[src/rtl/shift_mix_key_stage_pkg.sv]
// Shared AES round constants, datapath typedefs and the GF(2^8) doubling helper
// used by the ShiftRows/MixColumns/AddRoundKey stage.
package shift_mix_key_stage_pkg;

   localparam logic [3:0] NUM_ROUNDS = 4'd10;
   localparam logic [7:0] GF_POLY    = 8'h1B;

   typedef logic [127:0] state_t;
   typedef logic [31:0]  col_t;

   // Multiply by x in GF(2^8), reducing by the AES polynomial on overflow.
   function automatic logic [7:0] xtime(input logic [7:0] b);
      return {b[6:0], 1'b0} ^ (b[7] ? GF_POLY : 8'h00);
   endfunction

endpackage

[src/rtl/shift_mix_key_stage_mix_column.sv]
// MixColumns on one 32-bit column (row0 in [31:24]) using the circulant
// matrix {02 03 01 01}.
module mix_column
   import shift_mix_key_stage_pkg::*;
(
   input  col_t i_col,
   output col_t o_col
);

   logic [7:0] w_a0, w_a1, w_a2, w_a3;
   logic [7:0] w_x0, w_x1, w_x2, w_x3;

   assign {w_a0, w_a1, w_a2, w_a3} = i_col;

   assign w_x0 = xtime(w_a0);
   assign w_x1 = xtime(w_a1);
   assign w_x2 = xtime(w_a2);
   assign w_x3 = xtime(w_a3);

   // 03*a is xtime(a) ^ a.
   assign o_col[31:24] = w_x0 ^ w_x1 ^ w_a1 ^ w_a2 ^ w_a3;
   assign o_col[23:16] = w_a0 ^ w_x1 ^ w_x2 ^ w_a2 ^ w_a3;
   assign o_col[15:8]  = w_a0 ^ w_a1 ^ w_x2 ^ w_x3 ^ w_a3;
   assign o_col[7:0]   = w_x0 ^ w_a0 ^ w_a1 ^ w_a2 ^ w_x3;

endmodule

[src/rtl/shift_mix_key_stage.sv]
// AES round back half: ShiftRows, MixColumns (skipped on the final round) and
// AddRoundKey, with one valid/ready output register and a round counter.
module shift_mix_key_stage
   import shift_mix_key_stage_pkg::*;
(
   input  logic         clk,
   input  logic         rst,
   input  logic         in_valid,
   output logic         in_ready,
   input  logic [127:0] sub_state,
   input  logic [127:0] round_key,
   output logic         out_valid,
   input  logic         out_ready,
   output logic [127:0] out_state,
   output logic         out_last,
   output logic [3:0]   round_idx
);

   state_t     w_shift;
   state_t     w_mix;
   state_t     w_result;
   logic       w_accept;
   logic       w_final;

   state_t     r_out_state;
   logic       r_out_valid;
   logic       r_out_last;
   logic [3:0] r_round_idx;

   // Byte (row r, col c) sits at bits [127-8*(4c+r) -: 8]; row r rotates left by r.
   always_comb begin
      w_shift = '0;
      for (int c = 0; c < 4; c++) begin
         for (int r = 0; r < 4; r++) begin
            w_shift[127 - 8*(4*c + r) -: 8] = sub_state[127 - 8*(4*((c + r) % 4) + r) -: 8];
         end
      end
   end

   for (genvar g = 0; g < 4; g++) begin : g_mix
      mix_column u_mix_column (
         .i_col (w_shift[127 - 32*g -: 32]),
         .o_col (w_mix[127 - 32*g -: 32])
      );
   end

   assign w_final  = (r_round_idx == NUM_ROUNDS);
   assign w_result = (w_final ? w_shift : w_mix) ^ round_key;
   assign in_ready = !r_out_valid || out_ready;
   assign w_accept = in_valid && in_ready;

   always_ff @(posedge clk or posedge rst) begin
      if (rst) begin
         r_out_state <= 128'h0;
         r_out_valid <= 1'b0;
         r_out_last  <= 1'b0;
         r_round_idx <= 4'd1;
      end else if (w_accept) begin
         r_out_state <= w_result;
         r_out_valid <= 1'b1;
         r_out_last  <= w_final;
         r_round_idx <= w_final ? 4'd1 : r_round_idx + 4'd1;
      end else if (out_ready) begin
         r_out_valid <= 1'b0;
      end else begin
         r_out_valid <= r_out_valid;
      end
   end

   assign out_state = r_out_state;
   assign out_valid = r_out_valid;
   assign out_last  = r_out_last;
   assign round_idx = r_round_idx;

endmodule

[config.mk]
export PLATFORM = sky130hd
export DESIGN_NAME = shift_mix_key_stage
export DESIGN_NICKNAME = d
export VERILOG_FILES = /design/src/rtl/shift_mix_key_stage_pkg.sv /design/src/rtl/shift_mix_key_stage_mix_column.sv /design/src/rtl/shift_mix_key_stage.sv
export SDC_FILE = /design/constraint.sdc
export NUM_CORES = 1
export LEC_CHECK = 0
export ABC_AREA = 0
export CAP_MARGIN = 0
export CORE_MARGIN = 2
export CORE_UTILIZATION = 50
export DETAILED_ROUTE_END_ITERATION = 16
export GPL_TIMING_DRIVEN = 0
export PLACE_DENSITY = 0.86
export SETUP_SLACK_MARGIN = 0.05
export SLEW_MARGIN = 25
export SYNTH_ARGS = -nofsm -noshare
export SYNTH_HDL_FRONTEND = slang
export SYNTH_SLANG_ARGS = --single-unit
[constraint.sdc]
create_clock -name clk -period 6.35 [get_ports clk]
set_input_delay 1.27 -clock clk [delete_from_list [all_inputs] [get_ports clk]]
set_output_delay 1.27 -clock clk [all_outputs]
set_load 0.1 [all_outputs]
=== Word level (Yosys, flattened, before mapping) ===
Index checks and enable logic that the tools add are counted.

* Input port bits: 260
* Word-level logic and storage cells: 111
* Register bits: 134

* Add/sub/neg operators: 1
* Multiplexer cells: 20
* Bitwise logic cells: 81
* Reductions and logical operators: 4
* Equality and inequality tests: 1

{| class="wikitable"
|+ Operators by type and width
! kind !! count
|-
| 8-bit bitwise XOR || 80
|-
| 128-bit 2-to-1 mux || 1
|-
| 128-bit bitwise XOR || 1
|-
| 5-bit 2-to-1 mux || 16
|-
| 4-bit by 1-bit adder with 4-bit output, second input constant || 1
|-
| 4-bit == test, second input constant || 1
|-
| 4-bit 2-to-1 mux || 1
|-
| 1-bit 2-to-1 mux || 2
|-
| 2-bit nonzero test || 1
|-
| 1-bit logical AND || 1
|-
| 1-bit zero test || 1
|-
| 1-bit logical OR || 1
|}

=== Longest topological paths before layout ===
Gate-level depths: netlist of the first run.

* Depth in word-level cells: 8
* Gate-level depth with buffers: 8

=== Modules after synthesis ===
From an unflattened synthesis of the first run, not the netlist that was laid out.

* Cells, all modules: 1052
* Area, all modules: 12653.4 um^2

{| class="wikitable"
|+ By module, submodules not included
! module !! cells an instance !! times used !! area an instance (um^2) !! sequential area each (um^2)
|-
| shift_mix_key_stage || 712 || 1 || 7353.3 || 3354.5
|-
| mix_column || 85 || 4 || 1325.0 || 0.0
|}

=== Worst setup path before layout of the first run ===
No wires, ideal clock.

* Path type: input-to-output
* From: input out_ready
* To: output in_ready
* Slack: 3.366 ns
* Cell stages on the path: 2
* Required time: 5.080 ns
* Arrival time: 1.714 ns
* Path through: nor2b_1 > inv_2

* Word-level cells in the longest chain between the ends: 1

{| class="wikitable"
|+ Ends and longest elaborated chain
! item !! line !! RTL
|-
| from (decl) || shift_mix_key_stage.sv:13 || <nowiki>input logic out_ready,</nowiki>
|-
| 1-bit logical OR || shift_mix_key_stage.sv:49 || <nowiki>assign in_ready = !r_out_valid || out_ready;</nowiki>
|-
| to (decl) || shift_mix_key_stage.sv:9 || <nowiki>output logic in_ready,</nowiki>
|}

No other way between the ends.

=== Worst setup path in the final report of the first run ===
Ends and elaborated chain as after synthesis.

==> key figures, run 1 <==
Run status
  – Run status: complete, no violations

Setup path
  – Kind of end point of the critical path: output pin
  – Data arrival, critical path: 3.12 ns
  – CP Cell Sequence: clkdlybuf4s50_1 -> nor2b_1 -> inv_2 -> clkdlybuf4s50_1
  – Crit-path slowest cell: clkdlybuf4s50_1
  – Startpoint types: input pin
  – Type of the worst setup path: in -> out
  – R2R Path Start: out_valid
  – Most frequent CP cell: clkdlybuf4s50_1
  – FF-to-FF setup slack: 3.42 ns
  – Worst r2r path cells: 8
  – Critical path required time: 5.08 ns
  – CP max stage delay: 1.17 ns
  – CP bufs+invs: 3
  – Max FO, Critical Path: 9
  – R2R Path End: out_state[47]
  – Crit path max-delay family: buffers and inverters

Die
  – Core area: 28700 µm²
  – Die X: 175 µm
  – Initial Utilization: 50.8%
  – Row cnt: 62
  – I/O Pins: 395
  – Die area: 30600 µm²
  – Chip Height: 175 µm

Global routing
  – Largest net degree at the start of global routing: 88
  – First-pass GRT wire length: 90800 µm
  – Vias in the first global route: 14956
  – Total grt overflow: 0
  – Initial antenna violation count: 6
  – GRT Overall Usage: 39.6%

Logic synthesis
  – Syn Inst Count: 1445
  – Count leader, synth: xnor3_1
  – Ys flop type: dfrtp_1
  – Synth Register Bits: 134
  – Synthesized area: 14600 µm²
  – Mapped Avg Cell Area: 10.1 µm²
  – Largest family of logic cells by synthesized area: XOR/XNOR gates
  – Netlist cell types: 48
  – Post-synth EDFFs: 0
  – Post-synth ARST share: 100%
  – Synth warn: 0
  – Simple-Gate Fraction of Synth Area: 17.2%
  – Synth Area in XOR/XNOR: 35.2%
  – Post-synth top area cell: dfrtp_1
  – Seq/Total Area, Yosys: 23.0%
  – Synth cell count leaders: 139 x xnor3_1, 133 x dfrtp_1, 132 x nand2_1
  – Synth Area in Compound Gates: 19.2%
  – Ranking of synthesized cells by area: dfrtp_1 23%, xnor3_1 21%, xnor2_1 4.5%
  – Net count after synthesis: 1705
  – Multiplexer share of the synthesized area: 0.0686%
  – Post-Synth Adder-Cell Area: 0%
  – Synth top area share: 22.8%

Timing
  – Period utilisation layout: 69.1%
  – Worst Max-Slew Pin Slew: 1.12 ns
  – Post-route clock skew: 0.0208 ns
  – Fmax: 228 MHz
  – Unrepaired setup endpoints after global routing: no
  – Worst relative slew slack: 25.1%
  – Max-slew violations: 0
  – Min Tclk post-route: 4.39 ns
  – Worst setup margin: 1.96 ns
  – Setup-failing EPs final: 0
  – Hold slack: 0.480 ns
  – Final Hold Viols: 0

Routing
  – Via Count: 14848
  – DRT Pass-1 Iters: 6
  – Drt via density: 6.69
  – DR iter-0 viols: 1763
  – Drt wl/cell: 27.7 µm
  – Final ANT Viol Nets: 0
  – Drt drc: 0
  – Post-Route WL: 61500 µm

Placed design
  – Placed Instance Area: 18600 µm²
  – DP Worst Slack: 1.97 ns
  – Placer Congestion: 0.939
  – Post-DP HPWL: 45600 µm
  – Buffers on Ports: 351

Worst hold path
  – Worst Hold Path EP: out_state[35]
  – Hold Crit Depth: 2
  – HP Start: out_state[35]
  – Worst Hold Class: reg -> reg

Power
  – Power per cell area: 396 nW/µm²
  – Leak: 8.73 nW
  – Worst vdd ir: 0.248 mV
  – Overall Power: 0.00762 W

Cells and area
  – Fin nets: 2076
  – Layout fillers: 2243
  – Post-route cell area: 19300 µm²
  – Area of the multi-input gates: 10500 µm²
  – P&R area growth vs syn: 32.1%
  – Register Area: 3350 µm²
  – Share of cells above drive strength 1: 6.07%

Clocking
  – CTS Buf Count: 17
  – Clock network latency to the later pin of the worst-skew pair: 0.44 ns
  – Root buffer cell: clkbuf_16
  – Clk sinks: 134
  – Bufs on Longest Clock Path: 2
  – # hold bufs at CTS: 0
  – Post-CTS sizing: 0
  – Reg clk slew, reported paths: 0.08 ns
  – CTS tree: yes
  – # Post-CTS Setup Buffers: 0
  – Depth of the CTS H-tree: 4

Job
  – Max_cap viols: 0
[routing by layer]
layer  GRT usage [%]  routed length [µm]  up-vias
li1                -                   -     6160
met1            48.7               22200     7213
met2            63.2               27900     1224
met3            10.8                7650      251
met4            22.4                3820        0
met5               0                   0        -
[cell usage in the layout (no fill, tap or decap), drive strengths merged, types with 12 or more instances in the layout]
cell | netlist | final
xnor3 | 143 | 143
o31ai | 40 | 40
o21ai | 46 | 46
dfrtp | 133 | 133
o31a | 45 | 45
or4 | 56 | 56
and2 | 19 | 19
xor3 | 25 | 25
nand4b | 32 | 32
nand4 | 12 | 12
clkdlybuf4s50 | 0 | 349
a2111oi | 23 | 23
inv | 40 | 44
xnor2 | 89 | 89
nor2 | 35 | 35
buf | 56 | 59
a211oi | 39 | 39
a21oi | 38 | 38
o211a | 39 | 39
nand2b | 81 | 81
nand3 | 74 | 74
nand2 | 132 | 132
xor2 | 48 | 48
clkbuf | 87 | 104
o2111ai | 48 | 48
o211ai | 28 | 28
[worst min-delay path, stage by stage, from the launching register on]
cell	delay (ns)
dfrtp_1	0.35
nand2_1	0.05
o31ai_1	0.05
[worst max-delay path by stage]
stage	start	slack (ns)	cells past startpoint	endpoint
floorplan	rst	1.50	1	out_last
global placement	rst	-1.14	2	out_state[8]
detailed placement	out_ready	1.97	4	in_ready
CTS	out_ready	1.97	4	in_ready
global route	out_ready	1.92	4	in_ready
finish	out_ready	1.96	4	in_ready
[per-stage QoR]
stage	setup TNS (ns)	util [%]	cells
after floorplan	0	-	1445
after global placement	-149.69	64.7	2180
after detailed placement	0	64.8	2181
after CTS	0	67.1	2212
after global routing	0	67.1	2214
final	0	67.1	2219
[sequential cells by signal, indices dropped and copies added, names as in the netlist]
signal / flops
out_last: 1
out_valid: 1
round_idx: 4
out_state: 128
[report_power, final]
| part | internal [W] | leakage, nW | switching [W] |
|---|---|---|---|
| logic | 0.00149 | 6.78 | 0.00360 |
| registers | 0.00115 | 1.64 | 0.000215 |
| clock network | 0.000702 | 0.311 | 0.000469 |
[cell type report]
cell class | instances | share of cell area [%]
Timing Repair Buffer | 352 | 18.3
Inverter | 40 | 0.818
Buffer | 143 | 3.25
Multi-Input combinational cell | 1128 | 54.3
Clock inverter | 14 | 1.16
Clock buffer | 17 | 2.21
Antenna cell | 7 | 0.0909
Sequential cell | 134 | 17.4
Tap cell | 384 | 2.49
[logic make-up (layout without fill, tap and decap cells)]
logic type             count (synthesis)  count (layout)
AO/OA/AOI/OAI                        365             365
XOR/XNOR                             305             305
buffers and inverters                183             566
flip-flops                           134             134
multiplexers                           1               1
other                                  0               7
AND/OR/NAND/NOR                      457             457
Power figures use the tool's default switching activity.
==> run 2, diff against run 1 <==
Clock period 6.35 ns to 4.2 ns, I/O delays scaled along.
==> run 2 against run 1 <==
  * Register-to-register slack worse by 2.2 ns
  * Clock power is 32% higher
  * Worst setup slack worse by 1.3 ns
  * Largest cell class unchanged
  * Sequential share of layout area hardly changed
  * Largest power group unchanged
  * Sequential cell count stayed put
  * Clock skew is 0.0041 ns lower
  * Routed wire length is 1.8% higher
  * Worst hold slack better by 0.0057 ns
==> key figures, run 2 (synthesis gave the netlist of run 1 again) <==
Setup path
  – CP bufs+invs: 3 (unchanged)
  – CP max stage delay: 1.18 ns (about the same)
  – Crit path max-delay family: buffers and inverters
  – CP Cell Sequence: clkdlybuf4s50_1 -> nor2b_1 -> inv_2 -> clkdlybuf4s50_1
  – Kind of end point of the critical path: output pin
  – Data arrival, critical path: 2.72 ns (-0.40 ns)
  – Max FO, Critical Path: 9 (unchanged)
  – Type of the worst setup path: in -> out
  – R2R Path Start: out_valid
  – Most frequent CP cell: clkdlybuf4s50_1
  – Critical path required time: 3.36 ns (-1.72 ns)
  – Crit-path slowest cell: clkdlybuf4s50_1
  – Crit path from: out_ready
  – Startpoint types: input pin

Die
  – I/O Pins: 395 (unchanged)
  – Row cnt: 62 (unchanged)
  – Chip Height: 175 µm (unchanged)
  – Core area: 28700 µm² (unchanged)
  – Die area: 30600 µm² (unchanged)
  – Die X: 175 µm (unchanged)
  – Initial Utilization: 50.8% (unchanged)

Clocking
  – # Post-CTS Setup Buffers: 0 (unchanged)
  – CTS tree: yes
  – # hold bufs at CTS: 0 (unchanged)
  – Root buffer cell: clkbuf_16
  – Reg clk slew, reported paths: 0.06 ns (-0.02 ns)
  – Depth of the CTS H-tree: 4 (unchanged)
  – Clock network latency to the later pin of the worst-skew pair: 0.45 ns (about the same)
  – Post-CTS sizing: 0 (unchanged)
  – Clk sinks: 134 (unchanged)
  – Bufs on Longest Clock Path: 2 (unchanged)
  – CTS Buf Count: 17 (unchanged)

Timing
  – Fmax: 281 MHz
  – Unrepaired setup endpoints after global routing: no
  – Worst relative slew slack: 20.9% (-4.2 points)
  – Final Hold Viols: 0 (unchanged)
  – Setup-failing EPs final: 0 (unchanged)
  – Setup total negative slack: 0 ns (unchanged)
  – Min Tclk post-route: 3.56 ns
  – Max-slew violations: 0 (unchanged)
  – Worst Max-Slew Pin Slew: 1.19 ns (+0.0667 ns)
  – Post-route clock skew: 0.0167 ns (-0.00405 ns)
  – Period utilisation layout: 84.9%

Global routing
  – Total grt overflow: 0 (unchanged)
  – Largest net degree at the start of global routing: 28 (-68%)
  – Initial antenna violation count: 3 (-3)
  – First-pass GRT wire length: 92000 µm (+1.3%)
  – Met3 GRT Util: 10.3% (-0.54 points)
  – GR peak layer: met2
  – GRT Overall Usage: 40.2% (+0.57 points)
  – M1 GR Usage: 49.5% (+0.79 points)
  – Vias in the first global route: 15306 (+2.3%)
  – M2 GR Usage: 63.9% (+0.66 points)

Routing
  – Drt wl/cell: 28.2 µm (+1.9%)
  – DR iter-0 viols: 2084 (+18%)
  – Drt via density: 6.82 (+2.0%)
  – Post-Route WL: 62600 µm (+1.8%)
  – Final ANT Viol Nets: 0 (unchanged)
  – Via Count: 15133 (+1.9%)
  – DRT Pass-1 Iters: 7 (+1)
  – Drt drc: 0 (unchanged)

Power
  – Power per cell area: 588 nW/µm² (+49%)
  – Leak: 8.72 nW (-0.11%)
  – Overall Power: 0.0113 W (+49%)
  – Worst vdd ir: 0.496 mV (+100%)

Worst hold path
  – Worst Hold Class: reg -> reg
  – HP Start: out_state[118]

Cells and area
  – Commonest non-fill, non-tap cells in the layout: 349 x clkdlybuf4s50_1, 139 x xnor3_1, 133 x dfrtp_1
  – Fin nets: 2080 (+0.19%)
  – P&R area growth vs syn: 31.9%
  – Post-route cell area: 19200 µm² (-0.14%)
  – Layout fillers: 2218 (-1.1%)
  – Most common cell after layout, fill and taps aside: clkdlybuf4s50_1
  – Share of cells above drive strength 1: 6.22% (+0.15 points)
  – Max reg flops: 128 (unchanged)

Placed design
  – Post-DP HPWL: 46700 µm (+2.4%)
  – Placer Congestion: 0.957 (+1.9%)
  – Buffers on Ports: 351 (unchanged)
  – Placed Instance Area: 18700 µm² (+0.38%)

Job
  – Max_cap viols: 0 (unchanged)

Run status
  – Run status: complete, no violations
## run 2: cell type report
cell class	count	area, µm²	share of cell area [%]
Multi-Input combinational cell	1128	10500	54.3
Timing Repair Buffer	356	3610	18.8
Sequential cell	134	3350	17.4
Buffer	143	624	3.24
Tap cell	384	480	2.50
Clock buffer	20	457	2.37
Inverter	40	154	0.800
Clock inverter	12	104	0.540
Antenna cell	1	2.50	0.0130
## run 2: worst paths after layout
path	to	cells past startpoint	slack [ns]
worst max-delay path	in_ready	4	0.64
worst min-delay path	out_state[118]	2	0.49
worst max register to register	out_state[107]	8	1.24
worst min register to register	out_state[118]	2	0.49
max in group asynchronous	out_state[12]	5	2.37
min in group asynchronous	out_state[66]	2	0.82
## run 2: per-stage QoR
step | worst slack [ns] | utilization (%) | cells | hold slack, ns
after floorplan | 1.59 | - | 1445 | 0.875
after global placement | 0.147 | 64.7 | 2180 | 0.462
after detailed placement | 0.459 | 65.1 | 2185 | 0.470
after CTS | 0.655 | 67.0 | 2217 | 0.483
after global routing | 0.608 | 67.0 | 2218 | 0.511
final | 0.636 | 67.0 | 2218 | 0.486
## run 2: routing by layer
metal  vias to the layer above  part of all wire (%)  routed length, µm
met4                         4                   6.6               4110
met1                      7311                    35              21900
li1                       6165                     -                  -
met3                       292                    13               8260
met5                         -                 0.049                 31
met2                      1361                    45              28400
## run 2: report_power, final
part,total (W),switching [W],internal [W]
Combinational,0.00770,0.00545,0.00226
Sequential,0.00208,0.000348,0.00173
Clock,0.00154,0.000692,0.000845
## run 2: worst register-to-register path, stage by stage, from the launching register on
cell      delay, ns
dfrtp_1        0.34
nor2b_1        0.19
inv_2          0.15
nand2_1        0.54
buf_2          0.46
buf_2          0.37
clkbuf_1       0.56
nand2_1        0.16
o31ai_1        0.11
